$ cat config.mk
export PLATFORM = sky130hd
export DESIGN_NAME = sle_bank_ctrl
export DESIGN_NICKNAME = d
export VERILOG_FILES = /design/src/rtl/sle_bank_ctrl.sv
export SDC_FILE = /design/constraint.sdc
export NUM_CORES = 1
export LEC_CHECK = 0
export CORE_ASPECT_RATIO = 0.7
export CORE_MARGIN = 2
export CORE_UTILIZATION = 42
export CTS_CLUSTER_DIAMETER = 200
export DETAILED_ROUTE_END_ITERATION = 16
export MAX_ROUTING_LAYER = met4
export PLACE_DENSITY_LB_ADDON = 0.25
export SETUP_SLACK_MARGIN = 0.1
export SLEW_MARGIN = 25
export SYNTH_ARGS = -nofsm -noshare
export SYNTH_HDL_FRONTEND = slang
export SYNTH_SLANG_ARGS = --single-unit
$ cat constraint.sdc
create_clock -name CLK -period 4.19 [get_ports CLK]
set_clock_uncertainty 0.15 [all_clocks]
set_input_delay 0.838 -clock CLK [delete_from_list [all_inputs] [get_ports CLK]]
set_output_delay 0.838 -clock CLK [all_outputs]
set_load 0.03 [all_outputs]
$ cat src/rtl/sle_bank_ctrl.sv
// Sequencer/arbiter for a WIDTH-bit SLE flip-flop bank: shares the bank between two
// writers, issues SLn/SD synchronous clears, verifies each write by Q readback.
// Optional macro SLE_BANK_RR_EN selects round-robin arbitration (fixed priority otherwise).
module sle_bank_ctrl #(
  parameter int unsigned      WIDTH      = 8,
  parameter logic [WIDTH-1:0] SD_VAL     = '0,
  parameter int unsigned      CLR_CYCLES = 2
) (
  input  logic             CLK,
  input  logic             RSTn,
  input  logic             CLR_REQ,
  input  logic             REQ0,
  input  logic             REQ1,
  input  logic [WIDTH-1:0] D0,
  input  logic [WIDTH-1:0] D1,
  input  logic [WIDTH-1:0] BANK_Q,
  output logic             ACK0,
  output logic             ACK1,
  output logic             BANK_EN,
  output logic             BANK_SLn,
  output logic [WIDTH-1:0] BANK_SD,
  output logic [WIDTH-1:0] BANK_D,
  output logic             BUSY,
  output logic             ERR
);

  localparam int unsigned CW = (CLR_CYCLES > 1) ? $clog2(CLR_CYCLES) : 1;

  typedef enum logic [1:0] {ST_IDLE, ST_CLEAR, ST_WRITE, ST_VERIFY} state_e;

  state_e            state_q, state_d;
  logic              clr_pend_q, clr_pend_d;
  logic [CW-1:0]     cnt_q, cnt_d;
  logic              gnt_q, gnt_d;
  logic [WIDTH-1:0]  bank_d_q, bank_d_d;
  logic [1:0]        ack_q, ack_d;
  logic              en_q, en_d;
  logic              sln_q, sln_d;
  logic [WIDTH-1:0]  sd_q, sd_d;
  logic              busy_q, busy_d;
  logic              err_q, err_d;

  logic [1:0]            req;
  logic [1:0][WIDTH-1:0] d_vec;
  logic                  win;

  assign req   = {REQ1, REQ0};
  assign d_vec = {D1, D0};

`ifdef SLE_BANK_RR_EN
  // Pointer names the port that wins the next tie; it flips away from every grant.
  logic ptr_q, ptr_d;

  always_comb begin
    win = (&req) ? ptr_q : req[1];
  end

  always_ff @(posedge CLK or negedge RSTn) begin
    if (!RSTn) ptr_q <= 1'b0;
    else       ptr_q <= ptr_d;
  end
`else
  always_comb begin
    win = ~req[0];
  end
`endif

  always_comb begin
    state_d    = state_q;
    clr_pend_d = clr_pend_q | CLR_REQ;
    cnt_d      = cnt_q;
    gnt_d      = gnt_q;
    bank_d_d   = bank_d_q;
    err_d      = err_q;
`ifdef SLE_BANK_RR_EN
    ptr_d      = ptr_q;
`endif
    case (state_q)
      ST_IDLE: begin
        // A same-cycle CLR_REQ counts as pending, so clears beat writes.
        if (clr_pend_q | CLR_REQ) begin
          state_d    = ST_CLEAR;
          clr_pend_d = 1'b0;
          cnt_d      = CW'(CLR_CYCLES - 1);
        end else if (|req) begin
          state_d  = ST_WRITE;
          gnt_d    = win;
          bank_d_d = d_vec[win];
`ifdef SLE_BANK_RR_EN
          ptr_d    = ~win;
`endif
        end
      end
      ST_CLEAR: begin
        if (cnt_q == '0) begin
          state_d = ST_IDLE;
          err_d   = 1'b0;
        end else begin
          cnt_d = cnt_q - CW'(1);
        end
      end
      ST_WRITE: begin
        state_d = ST_VERIFY;
      end
      ST_VERIFY: begin
        // Bank captured BANK_D at the edge that entered this state.
        if (BANK_Q != bank_d_q) err_d = 1'b1;
        state_d = ST_IDLE;
      end
      default: begin
        state_d = ST_IDLE;
      end
    endcase

    // Outputs are registered, so they are decoded from the next state.
    en_d   = (state_d == ST_CLEAR) || (state_d == ST_WRITE);
    sln_d  = (state_d != ST_CLEAR);
    sd_d   = SD_VAL;
    busy_d = (state_d != ST_IDLE);
    ack_d  = '0;
    if (state_d == ST_VERIFY) ack_d[gnt_d] = 1'b1;
  end

  always_ff @(posedge CLK or negedge RSTn) begin
    if (!RSTn) begin
      state_q    <= ST_IDLE;
      clr_pend_q <= 1'b0;
      cnt_q      <= '0;
      gnt_q      <= 1'b0;
      bank_d_q   <= '0;
      ack_q      <= '0;
      en_q       <= 1'b0;
      sln_q      <= 1'b1;
      sd_q       <= SD_VAL;
      busy_q     <= 1'b0;
      err_q      <= 1'b0;
    end else begin
      state_q    <= state_d;
      clr_pend_q <= clr_pend_d;
      cnt_q      <= cnt_d;
      gnt_q      <= gnt_d;
      bank_d_q   <= bank_d_d;
      ack_q      <= ack_d;
      en_q       <= en_d;
      sln_q      <= sln_d;
      sd_q       <= sd_d;
      busy_q     <= busy_d;
      err_q      <= err_d;
    end
  end

  assign ACK0     = ack_q[0];
  assign ACK1     = ack_q[1];
  assign BANK_EN  = en_q;
  assign BANK_SLn = sln_q;
  assign BANK_SD  = sd_q;
  assign BANK_D   = bank_d_q;
  assign BUSY     = busy_q;
  assign ERR      = err_q;

endmodule
Word-level counts from Yosys, hierarchy flattened

Index checks and enable logic that the tools add are counted.

Input bits: 29
Flip-flop bits (word level): 19
Output and inout bits: 22
Logic and storage cells: 57

Mux-type cells: 19
Reduce and logical (&&, ||, !) cells: 10
$add $sub $neg: 1
Equality and inequality tests: 11
$lt $le $gt $ge: 3
Bitwise gates (word level): 3

Operators by type and width:

| cell                                                  | number |
|---|---|
| 2-to-1 mux 8 bit                                      | 2 |
| 2-to-1 mux 1 bit                                      | 9 |
| == test 2 bit, second input constant                  | 4 |
| 2-to-1 mux 2 bit                                      | 4 |
| inequality test 8 bit                                 | 1 |
| case mux 2 bit (4 select lines)                       | 1 |
| inequality test 2 bit, second input constant          | 3 |
| AND reduction 3 bit                                   | 2 |
| nonzero test 2 bit                                    | 3 |
| == test 2 x 1 -> 1 bit, second input constant         | 2 |
| < comparator 1 x 2 -> 1 bit, second input constant    | 2 |
| case mux 1 bit (2 select lines)                       | 2 |
| logical NOT 2 bit                                     | 1 |
| inequality test 2 x 1 -> 1 bit, second input constant | 1 |
| inverter 1 bit                                        | 2 |
| AND reduction 2 bit                                   | 1 |
| OR reduction 2 bit                                    | 1 |
| demux 1 bit (select 1 bit)                            | 1 |
| >= comparator 1 bit, second input constant            | 1 |
| logical AND 1 bit                                     | 1 |
| logical OR 1 bit                                      | 1 |
| OR 1 bit                                              | 1 |
| subtractor 1 bit, second input constant               | 1 |

Longest topological paths before layout

Depth in word-level cells: 9
Gate-level depth with buffers: 7
Gate-level depth less buffers: 6

Worst setup path after synthesis

Ideal clock, no wire load.

Kind: input to register
Start point: input port REQ0
End point: register ack_q[1]
Stages: 7
Library setup time: 0.119 ns
Data arrival time: 1.941 ns
Path slack: 1.980 ns
Required time: 3.921 ns
Cells stage by stage: buf_2 -> o21a_1 -> buf_6 -> a21oi_1 -> inv_1 -> ha_1 -> and2_1

RTL lines:

| element                         | RTL line | text |
|---|---|---|
| start: declaration              | 12       | `input logic REQ0,` |
| OR reduction 2 bit              | 85       | `end else if (\|req) begin` |
| 2-to-1 mux 2 bit                | 85       |  |
| 2-to-1 mux 2 bit                | 81       | `if (clr_pend_q \| CLR_REQ) begin` |
| case mux 2 bit (4 select lines) | 78       | `case (state_q)` |
| net state_d[1]                  | 31       | `state_e state_q, state_d;` |
| == test 2 bit                   | 121      | `if (state_d == ST_VERIFY) ack_d[gnt_d] = 1'b1;` |
| 2-to-1 mux 2 bit                | 121      |  |
| net ack_d[1]                    | 36       | `logic [1:0] ack_q, ack_d;` |
| end signal: assignment          | 143      | `ack_q <= ack_d;` |
| end: declaration                | 36       |  |

The timed path passes the listed nets, and every way through them passes these cells.
A chain may end at the register's enable or synchronous reset.

Worst setup path after layout

Start point: input port REQ0
End point: register ack_q[0]

Same word-level chain as after synthesis.

==> flow_summary.ini <==
[timing]
timing.fmax_ghz = 0.359
relSlewSlack_pct = 46.6
hold_viol_final = 0
final.min_clock_period_ns = 2.78
setup_viol = 0
finalCritPeriodShare_pct = 66.4
worstMarginPinSlew_ns = 0.799
slew_viol_final = 0
setup_ws_ns = 1.41
setup_tns_ns = 0
rsz0062_at_grt = false

[pwr]
peakVddDrop_uv = 244
power_leakage_nw = 0.617
powerDensity_nw_per_um2 = 668
total_power_w = 0.000943

[grt]
grt_overflow_total = 0
grt_pass1_wl_um = 3190
grtUsageTotal_pct = 15.6
grt_pass1_vias = 745
antenna_found_initial = 0
grt_max_degree = 20

[route]
drc = 0
drt_iter0_markers = 11
firstDrtPassIters = 4
wl_met3_um = 119
drt-met1-wl_um = 926
drtAntennaViolNets = 0
wl_per_cell_um = 12.1
routed_wl_um = 2020
wl_met2_um = 969
avgViaCountPerCell = 4.60
routed-via-count = 764
highest_layer = met3

[worst_setup_path]
cp_max_fo = 17
start_kind = input pin
cp-startpoint = REQ0
end_kind = flop
r2r-start = state_q[0]
path_class = input pin to flop
crit_arrival_ns = 2.81
r2r-end = ack_q[0]
rr_worst_depth = 6
r2r_setup_slack_ns = 2.07
required_ns = 4.21

[clocking]
htree_num_levels = 1
hold_buffers = 0
cts_buffers = 3
insertion_delay_ns = 0.29
cts_sinks = 19
ctsResizeCount = 0
clock_path_buffers = 2
postCtsSetupRepairBufs = 0
cts_root_buffer = clkbuf_4
cts_tree = done
cts.clk_slew.worst_paths_ns = 0.10

[synth]
synth_cell_type_count = 24
ys_warn_count = 0
synth_top_area_cell = dfrtp_1
synth_area_um2 = 995
synth-seq-area-share_pct = 47.9
synthTopCellsByArea = dfrtp_1, mux2i_1, xnor2_1, buf_4, a21oi_1
ys_ff_latch = 19
postSynthCellCount = 92
synth_top_area_share_pct = 45.3
synth_area_per_cell_um2 = 10.8

[place]
place_congestion = 0.729
dp_hpwl_um = 1680
detailed_place.area_um2 = 1390
io_buffers = 42
pre_cts_slack_ns = 1.09

[run_status]
status = finished clean

[die]
fp.dieH_um = 44.7
io_pins = 51
initial_core_util_pct = 45.4
rows = 14
die_w_um = 62.2
die_area_um2 = 2780
core_area_um2 = 2190

[finish]
drive_gt1_share_pct = 6.72
final_cell_mix = clkdlybuf4s50_1, dfrtp_1, a21oi_1, nor2_1
largest_reg_flops = 8
final_common_cell = clkdlybuf4s50_1
nets = 167
fin_area_um2 = 1410
area_delta_synth_final_pct = 41.9
final_util_pct = 64.5
diodes = 0

[worst_hold_path]
worstHoldStart = ERR
whs_path_depth = 2
hold_class = flop to flop
min_to = ERR

[run]
max-cap-violations = 0
cells by family after synthesis:
| group | Yosys count | share of synthesized area (%) |
|---|---|---|
| buffers and inverters | 17 | 11.9 |
| multiplexers | 8 | 8.05 |
| other | 1 | 0.377 |
| AO/OA/AOI/OAI | 16 | 9.56 |
| AND/OR/NAND/NOR | 20 | 11.3 |
| flip-flops | 19 | 47.9 |
| XOR/XNOR | 8 | 7.04 |
| adder cells (fa/ha/maj) | 3 | 3.77 |
stage by stage:
step | hold WS, ns | instances
after floorplan | 0.331 | 99
after global placement | 0.340 | 162
after detailed placement | 0.349 | 162
after CTS | 0.379 | 166
after global routing | 0.418 | 166
final | 0.370 | 166
power by group:
| group | switching [W] | internal [W] | total [W] |
|---|---|---|---|
| logic | 0.000277 | 0.000224 | 0.000501 |
| clock network | 0.0000516 | 0.0000371 | 0.0000887 |
| registers | 0.0000800 | 0.000273 | 0.000353 |
| total | 0.000408 | 0.000534 | 0.000943 |
critical path, cell delays in order:
cell and delay, ns:
clkdlybuf4s50_1 0.69, o21a_1 0.52, a21oi_1 0.33, inv_1 0.10, ha_1 0.21, nor2b_1 0.12
cell usage after synthesis:
master	number
inv_1	6
o21a_1	2
buf_12	1
mux2i_1	8
buf_2	1
buf_6	1
and2_1	1
buf_4	8
conb_1	1
dfrtp_1	18
nand4_1	2
a21oi_2	2
a21oi_1	10
nor2b_1	1
ha_1	3
nor2_2	2
nand2_1	1
nand2b_1	2
xnor2_1	8
nor2_1	10
nor4_4	1
o21ai_0	1
dfstp_2	1
o211ai_1	1
worst max-delay path by stage:
stage                    end  depth (start not counted)
floorplan           ack_q[1]                          7
global placement    ack_q[0]                          6
detailed placement  ack_q[0]                          6
CTS                 ack_q[0]                          6
global route        ack_q[0]                          6
finish              ack_q[0]                          6
final cells by class:
cell class	count	area (um^2)
Fill cell	179	778
Sequential cell	19	477
Multi-Input combinational cell	63	425
Timing Repair Buffer	42	420
Tap cell	32	40.0
Clock buffer	4	26.3
Inverter	6	22.5
routing by layer:
| layer | global-route usage, % | up-vias |
|---|---|---|
| met5 | - | - |
| met4 | 2.67 | 0 |
| li1 | - | 374 |
| met2 | 26.3 | 32 |
| met1 | 19.4 | 358 |
| met3 | 4.49 | 0 |
(Power assumes the default switching activity.)
